[config.mk]
export PLATFORM = sky130hd
export DESIGN_NAME = prim_reqack_arb
export DESIGN_NICKNAME = d
export VERILOG_FILES = /design/src/rtl/prim_reqack_arb.sv
export SDC_FILE = /design/constraint.sdc
export NUM_CORES = 1
export LEC_CHECK = 0
export BUFFER_PORTS_ARGS = -buffer_cell sky130_fd_sc_hd__buf_2
export CORE_UTILIZATION = 37
export DETAILED_ROUTE_END_ITERATION = 10
export GPL_TIMING_DRIVEN = 0
export PLACE_DENSITY_LB_ADDON = 0.12
export SYNTH_ARGS = -nofsm -noshare
export SYNTH_HDL_FRONTEND = slang
export SYNTH_SLANG_ARGS = --single-unit
[constraint.sdc]
create_clock -name clk_i -period 1.7 [get_ports clk_i]
set_input_delay 0.255 -clock clk_i [delete_from_list [all_inputs] [get_ports clk_i]]
set_output_delay 0.255 -clock clk_i [all_outputs]
set_load 0.02 [all_outputs]
[src/rtl/prim_reqack_arb.sv]
// Round-robin arbiter that shares one REQ/ACK handshake port among N requesters.
// The winner's payload is latched and held with REQ until the shared ACK arrives.
module prim_reqack_arb #(
  parameter int unsigned N             = 4,
  parameter int unsigned DW            = 32,
  parameter bit          EnIdleAckChk  = 1'b1,
  localparam int unsigned IdxW         = (N > 1) ? $clog2(N) : 1
) (
  input  logic              clk_i,
  input  logic              rst_ni,
  input  logic [N-1:0]      req_i,
  input  logic [N*DW-1:0]   data_i,
  output logic [N-1:0]      ack_o,
  output logic              out_req_o,
  output logic [DW-1:0]     out_data_o,
  input  logic              out_ack_i,
  output logic [IdxW-1:0]   gnt_idx_o,
  output logic              busy_o
);

  typedef enum logic [0:0] {StIdle, StBusy} state_e;

  state_e          state_q, state_d;
  logic [IdxW-1:0] ptr_q, ptr_d;
  logic [IdxW-1:0] gnt_idx_q, gnt_idx_d;
  logic [DW-1:0]   data_q, data_d;

  logic            win_valid;
  logic [IdxW-1:0] win_idx;
  int unsigned     cand;

  // Search ptr, ptr+1, ..., wrapping at N; first requester found wins.
  always_comb begin
    win_valid = 1'b0;
    win_idx   = '0;
    cand      = 0;
    for (int unsigned i = 0; i < N; i++) begin
      cand = 32'(ptr_q) + i;
      if (cand >= N) cand = cand - N;
      if (!win_valid && req_i[cand]) begin
        win_valid = 1'b1;
        win_idx   = IdxW'(cand);
      end
    end
  end

  // State register
  always_ff @(posedge clk_i or negedge rst_ni) begin
    if (!rst_ni) begin
      state_q <= StIdle;
    end else begin
      state_q <= state_d;
    end
  end

  // Next-state logic
  always_comb begin
    state_d = state_q;
    unique case (state_q)
      StIdle:  if (win_valid) state_d = StBusy;
      StBusy:  if (out_ack_i) state_d = StIdle;
      default: state_d = StIdle;
    endcase
  end

  // Output logic
  always_comb begin
    ack_o     = '0;
    out_req_o = 1'b0;
    busy_o    = 1'b0;
    if (state_q == StBusy) begin
      out_req_o = 1'b1;
      busy_o    = 1'b1;
      if (out_ack_i) ack_o[gnt_idx_q] = 1'b1;
    end
  end

  assign out_data_o = data_q;
  assign gnt_idx_o  = gnt_idx_q;

  // Grant/payload capture and pointer update
  always_comb begin
    gnt_idx_d = gnt_idx_q;
    data_d    = data_q;
    ptr_d     = ptr_q;
    if (state_q == StIdle && win_valid) begin
      gnt_idx_d = win_idx;
      data_d    = data_i[win_idx*DW +: DW];
    end
    if (state_q == StBusy && out_ack_i) begin
      ptr_d = (gnt_idx_q == IdxW'(N - 1)) ? '0 : gnt_idx_q + IdxW'(1);
    end
  end

  always_ff @(posedge clk_i or negedge rst_ni) begin
    if (!rst_ni) begin
      ptr_q     <= '0;
      gnt_idx_q <= '0;
      data_q    <= '0;
    end else begin
      ptr_q     <= ptr_d;
      gnt_idx_q <= gnt_idx_d;
      data_q    <= data_d;
    end
  end

`ifndef SYNTHESIS
  ap_ack_onehot: assert property (@(posedge clk_i) disable iff (!rst_ni)
    $onehot0(ack_o));
  ap_ack_cause: assert property (@(posedge clk_i) disable iff (!rst_ni)
    (ack_o != '0) |-> (out_ack_i && busy_o));
  ap_stable: assert property (@(posedge clk_i) disable iff (!rst_ni)
    (busy_o && !out_ack_i) |=> ($stable(out_req_o) && $stable(out_data_o)));
  ap_req_held: assert property (@(posedge clk_i) disable iff (!rst_ni)
    busy_o |-> req_i[gnt_idx_q]);
  ap_idle_ack: assert property (@(posedge clk_i) disable iff (!rst_ni)
    (EnIdleAckChk && out_ack_i) |-> busy_o);
`endif

endmodule
==> summary.md, run 1 <==
| Metric | Value |
|---|---|
| Post-Synthesis Cells | `218` |
| FP Rows | `28` |
| P_leak | `2.10 nW` |
| Total GRT Usage | `19.8%` |
| Max-slew violations | `0` |
| Htree depth | `2` |
| CP arrival | `1.90 ns` |
| Clk sinks | `37` |
| Total grt overflow | `0` |
| Combinational family with the most area after synthesis | `multiplexers` |
| Final TNS setup | `-0.259 ns` |
| Final Hold Vio Count | `0` |
| Synth Area per Inst | `11.0 um^2` |
| Bufs and invs on worst path | `2` |
| Ratio of cells with drive above 1 in the final layout | `63.1%` |
| Final HPWL DP | `5260 um` |
| Largest net degree at the start of global routing | `38` |
| DRC Markers | `0` |
| Worst Setup SP | `ptr_q[1]$_DFFE_PN0P_` |
| Ys Warns | `0` |
| Die area | `6810 um^2` |
| Commonest cells after routing, fill and taps aside | `buf_2, mux2i_1, nand2_1, dfrtp_1, o221ai_1` |
| CP Cell Sequence | `mux2i_2 -> a2bb2oi_4 -> buf_6 -> nand2_8 -> clkbuf_16 -> mux2i_2 -> o221ai_2` |
| Skew final | `0.00541 ns` |
| Fmax | `574 MHz` |
| CP Launch Type | `flop` |
| Worst skew pair latency | `0.28 ns` |
| Largest stage delay on the critical path | `0.43 ns` |
| DP Area | `3360 um^2` |
| Hold-fix buffers, CTS | `0` |
| EDFF count, synth | `0` |
| Routability cong. | `0.750` |
| First-pass GRT wire length | `10000 um` |
| Endpoint type of the worst setup path | `flop` |
| Layout overhead on the synthesized area | `71.6%` |
| Ys async rst share | `100%` |
| Pwr Total | `5.70 mW` |
| Slowest CP cell | `dfrtp_2` |
| I/O pin total | `175` |
| Iteration-0 DRC Markers | `75` |
| Max cap viols | `0` |
| CTS Buffer Depth | `2` |
| Kind of critical path | `reg -> reg` |
| Syn nets | `357` |
| Die height | `82.5 um` |
| Synth Area in XOR/XNOR | `0%` |
| Status | `finished with violations` |
| Vias | `2555` |
| Final Setup Violations | `17` |
| Initial DRT Pass Iterations | `4` |
| CTS root buf | `clkbuf_8` |
| Min Clock Period, post-route | `1.74 ns` |
| Period utilisation layout | `103%` |
| Hold Crit Class | `in -> async` |
| P_int | `3.36 mW` |
| Cell Pwr Density | `1390 nW/um^2` |
| Most common cell after layout, fill and taps aside | `buf_2` |
| Final ANT Viol Nets | `0` |
| Finished Cell Area | `4120 um^2` |
| Violated checks | `setup timing` |
| CTS tree | `done` |
| IO buf count | `174` |
| Reg clk slew, reported paths | `0.07 ns` |
| Most numerous cell on the critical path | `mux2i_2` |
| Routed wire length | `7840 um` |
| Fin nets | `555` |
| Num CTS Buffers | `5` |
| Synth Area in Compound Gates | `16.9%` |
| Post-synthesis adder-cell area fraction | `2.09%` |
| Post-synthesis sequential area ratio | `38.6%` |
| Post-DR vias/cell | `5.19` |
| Final Worst Setup Slack | `-0.0428 ns` |
| Initial antenna violation count | `0` |
| RSZ-0062 raised after global routing | `yes` |
| Diodes inserted | `0` |
| Least-Margin Pin Slew | `0.837 ns` |
| Worst Setup Slack post-DPL | `-0.230 ns` |
| Launching point of the worst reg2reg path | `ptr_q[1]$_DFFE_PN0P_` |
| Syn Std Cell Area | `2400 um^2` |
| Clock power frac | `10.4%` |
| Core footprint | `6100 um^2` |
| CP top delay family | `multiplexers` |
| Relative slew slack | `44.2%` |
| CP Max Fanout | `6` |
| Switching share of power | `41.1%` |
| Multiplexer share of the synthesized area | `28.0%` |
| Worst vdd rail ir drop | `0.000772 V` |
| Vias in the first global route | `2173` |
| Die width | `82.5 um` |
| Sw Pwr | `2.34 mW` |
| Initial core utilization | `39.3%` |
| CP required | `1.86 ns` |
| Routed length per placed instance | `15.9 um` |
| Post-Synth Simple-Gate Area | `9.23%` |
| Synth cell types | `27` |
| Sequential share of power | `26.0%` |
| Post-synth top flop | `dfrtp_1` |
| Synth Register Bits | `37` |
| Comb pwr share | `63.6%` |
[sequential cells by signal, summed over array words and instances (netlist names)]
| name | count |
|---|---|
| gnt_idx_o | 2 |
| out_data_o | 32 |
| state_q | 1 |
| ptr_q | 2 |
[power by group through the flow]
stage | registers [mW] | clock network, mW | logic, mW
floorplan | 1.92 | 0 | 1.29
global placement | 1.48 | 0 | 2.53
detailed placement | 1.48 | 0 | 2.58
CTS | 1.48 | 0.605 | 2.80
global route | 1.53 | 0.653 | 3.85
finish | 1.49 | 0.592 | 3.63
[metal layers]
metal	up-vias	share of wire [%]	global-route usage, %
met5	-	0	0
met4	0	1.3	6.72
met3	11	6.4	3.74
met2	113	52	34.6
met1	1200	40	24.4
li1	1231	-	-
[through the flow]
stage,hold slack (ns),util (%),std cells
5_1_grt,0.138,67.5,492
2_1_floorplan,-0.0406,-,218
4_1_cts,0.0951,58.8,480
6_report,0.0649,67.5,492
3_5_place_dp,0.405,55.2,467
3_3_place_gp,0.398,55.2,467
[path summary, 6_finish.rpt]
check,endpoint,slack (ns),depth (start not counted)
min,ptr_q[0]$_DFFE_PN0P_,0.06,1
max reg2reg,out_data_o[7]$_DFFE_PN0P_,-0.04,7
max,out_data_o[7]$_DFFE_PN0P_,-0.04,7
min in group clk_i,state_q$_DFF_PN0_,0.21,2
max in group asynchronous,state_q$_DFF_PN0_,1.06,1
min reg2reg,out_data_o[30]$_DFFE_PN0P_,0.48,2
[cell families after synthesis]
family          after synthesis
compound gates               40
mux                          67
flops                        37
buf+inv                      20
simple gates                 50
fa+ha+maj                     4
[worst register-to-register path, cell delays in order, from the launching register on]
cell and delay, ns:
dfrtp_2 0.43, mux2i_2 0.29, a2bb2oi_4 0.10, buf_6 0.14
nand2_8 0.13, clkbuf_16 0.19, mux2i_2 0.24, o221ai_2 0.11
[cells in the mapped netlist (2+ instances only)]
cell	instances	area (um^2)
buf_6	4	45.0
inv_1	2	7.51
clkbuf_1	5	18.8
o21ai_0	2	10.0
o221ai_1	22	193
nor2_1	3	11.3
dfrtp_1	37	926
and3_1	4	25.0
ha_1	4	50.1
buf_2	6	30.0
nand2b_1	2	12.5
buf_4	3	22.5
nand2_1	36	135
o221ai_2	10	150
mux2i_1	66	661
[timing repair]
action                     in CTS  in global routing
gates resized for setup        31                 62
pin swaps                       2                 20
buffers inserted                4                  6
cloned                          1                  7
setup endpoints to repair      32                 32
[cell type report]
cell class | count | area (um^2)
multi-input combinational | 163 | 1700
timing repair buffer | 189 | 1100
clock buffer | 8 | 80.1
buffer | 18 | 214
inverter | 2 | 7.51
fill | 490 | 1980
tap | 75 | 93.8
sequential | 37 | 930
Power figures use the tool's default switching activity.
==> run 2: changes to the inputs <==
--- a/config.mk
+++ b/config.mk
@@ -6,10 +6,13 @@
 export NUM_CORES = 1
 export LEC_CHECK = 0
 export BUFFER_PORTS_ARGS = -buffer_cell sky130_fd_sc_hd__buf_2
-export CORE_UTILIZATION = 37
+export CELL_PAD_IN_SITES_DETAIL_PLACEMENT = 0
+export CELL_PAD_IN_SITES_GLOBAL_PLACEMENT = 1
+export CORE_UTILIZATION = 26
 export DETAILED_ROUTE_END_ITERATION = 10
+export GPL_ROUTABILITY_DRIVEN = 1
 export GPL_TIMING_DRIVEN = 0
-export PLACE_DENSITY_LB_ADDON = 0.12
+export PLACE_DENSITY = 0.84
 export SYNTH_ARGS = -nofsm -noshare
 export SYNTH_HDL_FRONTEND = slang
 export SYNTH_SLANG_ARGS = --single-unit
==> run 2 against run 1 <==
Effect of this change: combinational power about the same; final area increased by 2.7%; final cell count increased by 7.5%; clock skew decreased by 0.0027 ns; flip-flop and latch count unchanged; maximum frequency increased by 2.7%; the run ends with DRC left; sequential share of layout area decreased by 0.59 points.
==> summary.md, run 2 (synthesis results as in run 1) <==
| Metric | Value |
|---|---|
| Hold-fix buffers, CTS | `0` |
| Routability cong. | `0.703` |
| CP required | `1.90 ns` |
| I/O pin total | `175` |
| Die area | `9610 um^2` |
| FP Rows | `34` |
| Routed length per placed instance | `16.0 um` |
| Ratio of cells with drive above 1 in the final layout | `66.0%` |
| Initial DRT Pass Iterations | `10` |
| Endpoint type of the worst setup path | `flop` |
| Htree depth | `2` |
| Layout overhead on the synthesized area | `76.3%` |
| Reg clk slew, reported paths | `0.08 ns` |
| CP arrival | `1.90 ns` |
| Core footprint | `8810 um^2` |
| Total grt overflow | `0` |
| R2R Setup Slk | `0.003 ns` |
| Relative slew slack | `41.5%` |
| CTS Buffer Depth | `2` |
| Num CTS Buffers | `5` |
| Final Hold Vio Count | `0` |
| Violated checks | `DRC` |
| Max-slew violations | `0` |
| Routed wire length | `8460 um` |
| P_leak | `2.13 nW` |
| Die height | `98.0 um` |
| Final HPWL DP | `5780 um` |
| Fin nets | `559` |
| Worst skew pair latency | `0.28 ns` |
| Initial antenna violation count | `1` |
| Final Setup Violations | `0` |
| Cell Pwr Density | `1380 nW/um^2` |
| Iteration-0 DRC Markers | `97` |
| Final ANT Viol Nets | `0` |
| Worst vdd rail ir drop | `0.000459 V` |
| CTS root buf | `clkbuf_8` |
| Vias in the first global route | `2625` |
| Die width | `98.0 um` |
| DP Area | `3400 um^2` |
| Status | `finished with violations` |
| Depth of the most critical reg-to-reg path | `7` |
| IO buf count | `174` |
| First-pass GRT wire length | `13000 um` |
| Max reg flops | `32` |
| DRC Markers | `11` |
| Kind of critical path | `reg -> reg` |
| Commonest cells after routing, fill and taps aside | `buf_2, nand2_1, dfrtp_1, mux2i_1, o221ai_1` |
| R2R Path End | `out_data_o[8]$_DFFE_PN0P_` |
| CP Launch Type | `flop` |
| Largest net degree at the start of global routing | `38` |
| Util after Layout | `48.0%` |
| Launching point of the worst reg2reg path | `ptr_q[1]$_DFFE_PN0P_` |
| Finished Cell Area | `4230 um^2` |
| Most common cell after layout, fill and taps aside | `buf_2` |
| Max cap viols | `0` |
| Post-DR vias/cell | `4.79` |
| Clk sinks | `37` |
| CP Max Fanout | `6` |
| Total GRT Usage | `17.1%` |
| Period utilisation layout | `99.8%` |
| Skew final | `0.00269 ns` |
| Diodes inserted | `0` |
| Pwr Total | `5.82 mW` |
| Least-Margin Pin Slew | `0.877 ns` |
| RSZ-0062 raised after global routing | `yes` |
| Hold Crit Class | `in -> async` |
| Initial core utilization | `27.2%` |
| CTS tree | `done` |
| Vias | `2532` |
| Min Clock Period, post-route | `1.70 ns` |
| Fmax | `589 MHz` |
| Fill count | `834` |
-- run 2: cell count changes in the layout (fill, tap and decap cells not counted), moves of 2 or more --
cell       delta
clkbuf_4      +2
clkbuf_8      +2
buf_4         +3
clkbuf_2      +2
clkbuf_1      -5
clkbuf_16     -3
nand2_4       +2
buf_6         -3
mux2i_2       +4
mux2i_1       -5
buf_8         +2
buf_12        +4
nand2_8       -3
-- run 2: cell type report --
| type | count | area [um^2] | share of cell area (%) |
|---|---|---|---|
| clock buffers | 7 | 96.3 | 2.28 |
| clock inverters | 1 | 5.00 | 0.118 |
| repair buffers | 194 | 1150 | 27.1 |
| inverters | 2 | 7.51 | 0.178 |
| well taps | 108 | 135 | 3.20 |
| plain buffers | 18 | 226 | 5.36 |
| flip-flops and latches | 37 | 930 | 22.0 |
| multi-input cells | 162 | 1680 | 39.7 |
-- run 2: stage by stage --
stage / setup WS [ns] / setup TNS [ns] / cells / hold WS, ns
final: 0.00313 / 0 / 529 / 0.0839
after global routing: -0.0688 / -1.05 / 529 / 0.137
after CTS: -0.0172 / -0.0379 / 523 / 0.0948
after detailed placement: -0.379 / -9.25 / 500 / 0.420
after global placement: -0.318 / -7.71 / 500 / 0.411
after floorplan: 0.0507 / 0 / 218 / -0.0406
-- run 2: layer usage --
layer | up-vias | global-route usage, % | wire (um)
met5 | - | 0 | 0
met4 | 0 | 4.55 | 79
met3 | 6 | 4.44 | 609
met2 | 113 | 30.6 | 4340
met1 | 1179 | 20.1 | 3430
li1 | 1234 | - | -
-- run 2: report_power, final --
group	total [mW]	internal (mW)	leakage [nW]	switching, mW
Clock	0.689	0.367	0.0542	0.322
Combinational	3.65	1.86	1.63	1.79
Sequential	1.49	1.25	0.452	0.232
Total	5.82	3.48	2.13	2.34
-- run 2: worst max path at each step --
| stage | cells after the start | startpoint | end | slack, ns |
|---|---|---|---|---|
| 2_1_floorplan | 6 | state_q$_DFF_PN0_ | out_data_o[13]$_DFFE_PN0P_ | 0.05 |
| 3_3_place_gp | 6 | req_i[0] | out_data_o[28]$_DFFE_PN0P_ | -0.32 |
| 3_5_place_dp | 6 | req_i[0] | out_data_o[24]$_DFFE_PN0P_ | -0.38 |
| 4_1_cts | 7 | ptr_q[1]$_DFFE_PN0P_ | out_data_o[24]$_DFFE_PN0P_ | -0.02 |
| 5_1_grt | 7 | ptr_q[1]$_DFFE_PN0P_ | out_data_o[16]$_DFFE_PN0P_ | -0.07 |
| 6_report | 7 | ptr_q[1]$_DFFE_PN0P_ | out_data_o[8]$_DFFE_PN0P_ | 0.003 |
-- run 2: repair_timing --
item | 4_1_cts | 5_1_grt
setup endpoints to repair | 32 | 33
buffers inserted | 11 | 5
gates cloned | 4 | 3
gates resized for setup | 45 | 58
pin swaps | 11 | 25
-- run 2: worst max-delay path: stages, from the launching register on --
cell and delay (ns):
dfrtp_2 0.46, mux2i_2 0.17, a2bb2oi_2 0.22, nand2_4 0.10, buf_12 0.16, buf_12 0.15
mux2i_4 0.18, o221ai_2 0.17
==> run 3: changes to the inputs <==
--- a/config.mk
+++ b/config.mk
@@ -8,11 +8,11 @@
 export BUFFER_PORTS_ARGS = -buffer_cell sky130_fd_sc_hd__buf_2
 export CELL_PAD_IN_SITES_DETAIL_PLACEMENT = 0
 export CELL_PAD_IN_SITES_GLOBAL_PLACEMENT = 1
-export CORE_UTILIZATION = 26
+export CORE_UTILIZATION = 29
 export DETAILED_ROUTE_END_ITERATION = 10
 export GPL_ROUTABILITY_DRIVEN = 1
 export GPL_TIMING_DRIVEN = 0
-export PLACE_DENSITY = 0.84
+export PLACE_DENSITY = 0.88
 export SYNTH_ARGS = -nofsm -noshare
 export SYNTH_HDL_FRONTEND = slang
 export SYNTH_SLANG_ARGS = --single-unit
==> constraint.sdc (replaced) <==
create_clock -name clk_i -period 1.75 [get_ports clk_i]
set_input_delay 0.2625 -clock clk_i [delete_from_list [all_inputs] [get_ports clk_i]]
set_output_delay 0.2625 -clock clk_i [all_outputs]
set_load 0.02 [all_outputs]
==> run 3 against run 2 <==
Effect of this change: the flow now finishes without violations; flip-flop and latch count unchanged; clock-buffer cell count unchanged; critical path depth unchanged; utilization up 2.6 points; critical path type unchanged; hold slack better by 0.0097 ns; final area is 6.1% lower; clock power fell by 13%.
==> summary.md, run 3 (synthesis results as in run 1) <==
| Metric | Value |
|---|---|
| Relative slew slack | `42.7%` |
| Finished Cell Area | `3970 um^2` |
| Initial antenna violation count | `0` |
| Initial core utilization | `30.6%` |
| Max reg flops | `32` |
| DP Area | `3400 um^2` |
| Largest net degree at the start of global routing | `38` |
| Reg area | `930 um^2` |
| Routability cong. | `0.744` |
| Routed length per placed instance | `15.5 um` |
| Non-Filler Instances | `513` |
| Routed wire length | `7940 um` |
| CP arrival | `1.87 ns` |
| Fill count | `758` |
| DR WL met3 | `486 um` |
| DR WL met2 | `4030 um` |
| FP Rows | `32` |
| Worst vdd rail ir drop | `0.000557 V` |
| Final TNS setup | `0 ns` |
| Iteration-0 DRC Markers | `52` |
| Final Setup Violations | `0` |
| CP Max Fanout | `6` |
| Hold Crit Class | `in -> async` |
| Total GRT Usage | `17.4%` |
| Period utilisation layout | `97.7%` |
| CP required | `1.91 ns` |
| Vias in the first global route | `2551` |
| Placed insts | `494` |
| Endpoint type of the worst setup path | `flop` |
| Htree depth | `2` |
| Largest stage delay on the critical path | `0.44 ns` |
| Cell Pwr Density | `1340 nW/um^2` |
| CTS Buffer Depth | `2` |
| Fin nets | `550` |
| Final ANT Viol Nets | `0` |
| CP Launch Type | `flop` |
| Die area | `8640 um^2` |
| Met1 WL | `3340 um` |
| Least-Margin Pin Slew | `0.860 ns` |
| Hold-fix buffers, CTS | `0` |
| DRC Markers | `0` |
| Num CTS Buffers | `5` |
| P_leak | `2.07 nW` |
| Vias | `2499` |
| CTS root buf | `clkbuf_8` |
| I/O pin total | `175` |
| R2R Setup Slk | `0.04 ns` |
| Clk sinks | `37` |
| Worst skew pair latency | `0.28 ns` |
| Die width | `92.9 um` |
| Diodes inserted | `0` |
| Area of the multi-input gates | `1580 um^2` |
| Top Layer Used | `met4` |
| Die height | `92.9 um` |
| Total grt overflow | `0` |
| Skew final | `0.00353 ns` |
| Max-slew violations | `0` |
| IO buf count | `174` |
| Most common cell after layout, fill and taps aside | `buf_2` |
| Reg clk slew, reported paths | `0.07 ns` |
| Fmax | `585 MHz` |
| Core footprint | `7850 um^2` |
| CP Cell Sequence | `mux2i_4 -> a2bb2oi_4 -> buf_12 -> nand2_4 -> clkbuf_16 -> mux2i_1 -> o221ai_1` |
| Layout overhead on the synthesized area | `65.5%` |
| Kind of critical path | `reg -> reg` |
| Status | `complete, no violations` |
| Ratio of cells with drive above 1 in the final layout | `61.6%` |
| Slowest CP cell | `dfrtp_2` |
| Post-DR vias/cell | `4.87` |
| Min Clock Period, post-route | `1.71 ns` |
| First-pass GRT wire length | `11800 um` |
| Initial DRT Pass Iterations | `4` |
| Max cap viols | `0` |
| Final Hold Vio Count | `0` |
| Final HPWL DP | `5740 um` |
| Final hold slack | `0.0936 ns` |
| Commonest cells after routing, fill and taps aside | `buf_2, mux2i_1, nand2_1, dfrtp_1, o221ai_1` |
| RSZ-0062 raised after global routing | `yes` |
| CTS tree | `done` |
-- run 3: cell types whose count changed in the layout (fill, tap and decap cells not counted), sizes merged --
cell,change
nand2,+1
clkinv,-1
buf,-10
-- run 3: worst max-delay path: cells and delay by family (launching register included) --
family	cells	cell delay, ns
AO/OA/AOI/OAI	2	0.21
multiplexers	2	0.46
flip-flops	1	0.44
buffers and inverters	2	0.32
AND/OR/NAND/NOR	1	0.14
-- run 3: per-layer routing --
| layer | vias up | global-route usage (%) |
|---|---|---|
| met5 | - | 0 |
| met4 | 0 | 3.59 |
| met3 | 8 | 3.20 |
| met2 | 109 | 32.8 |
| met1 | 1164 | 20.3 |
| li1 | 1218 | - |
-- run 3: final cells by class --
| type | instances | area share [%] |
|---|---|---|
| clock buffers | 7 | 2.17 |
| plain buffers | 18 | 5.23 |
| inverters | 2 | 0.189 |
| flip-flops and latches | 37 | 23.4 |
| multi-input cells | 163 | 39.9 |
| repair buffers | 184 | 25.9 |
| well taps | 102 | 3.21 |
-- run 3: path summary, 6_finish.rpt --
| kind | from | end | depth (start not counted) |
|---|---|---|---|
| worst min-delay path | rst_ni | out_data_o[3]$_DFFE_PN0P_ | 1 |
| worst max register to register | ptr_q[1]$_DFFE_PN0P_ | out_data_o[1]$_DFFE_PN0P_ | 7 |
| min in group clk_i | out_ack_i | state_q$_DFF_PN0_ | 2 |
| worst min register to register | out_data_o[22]$_DFFE_PN0P_ | out_data_o[22]$_DFFE_PN0P_ | 2 |
| max in group asynchronous | rst_ni | state_q$_DFF_PN0_ | 1 |
| worst max-delay path | ptr_q[1]$_DFFE_PN0P_ | out_data_o[1]$_DFFE_PN0P_ | 7 |
-- run 3: metrics by stage --
step	setup slack (ns)	power (mW)	utilization [%]
after detailed placement	-0.295	3.96	43.3
after CTS	-0.0184	4.75	45.8
after floorplan	0.101	3.11	-
after global placement	-0.257	3.90	43.3
final	0.0406	5.31	50.6
after global routing	-0.0346	5.65	50.6
-- run 3: report_power, final --
group	switching [mW]	internal, mW
clock	0.289	0.313
sequential	0.236	1.22
combinational	1.65	1.61
-- run 3: what timing repair did --
item	CTS	global route
gates resized for setup	23	50
endpoints found under the setup margin	32	33
setup buffers	4	2
pin swaps	1	8
cloned	1	5
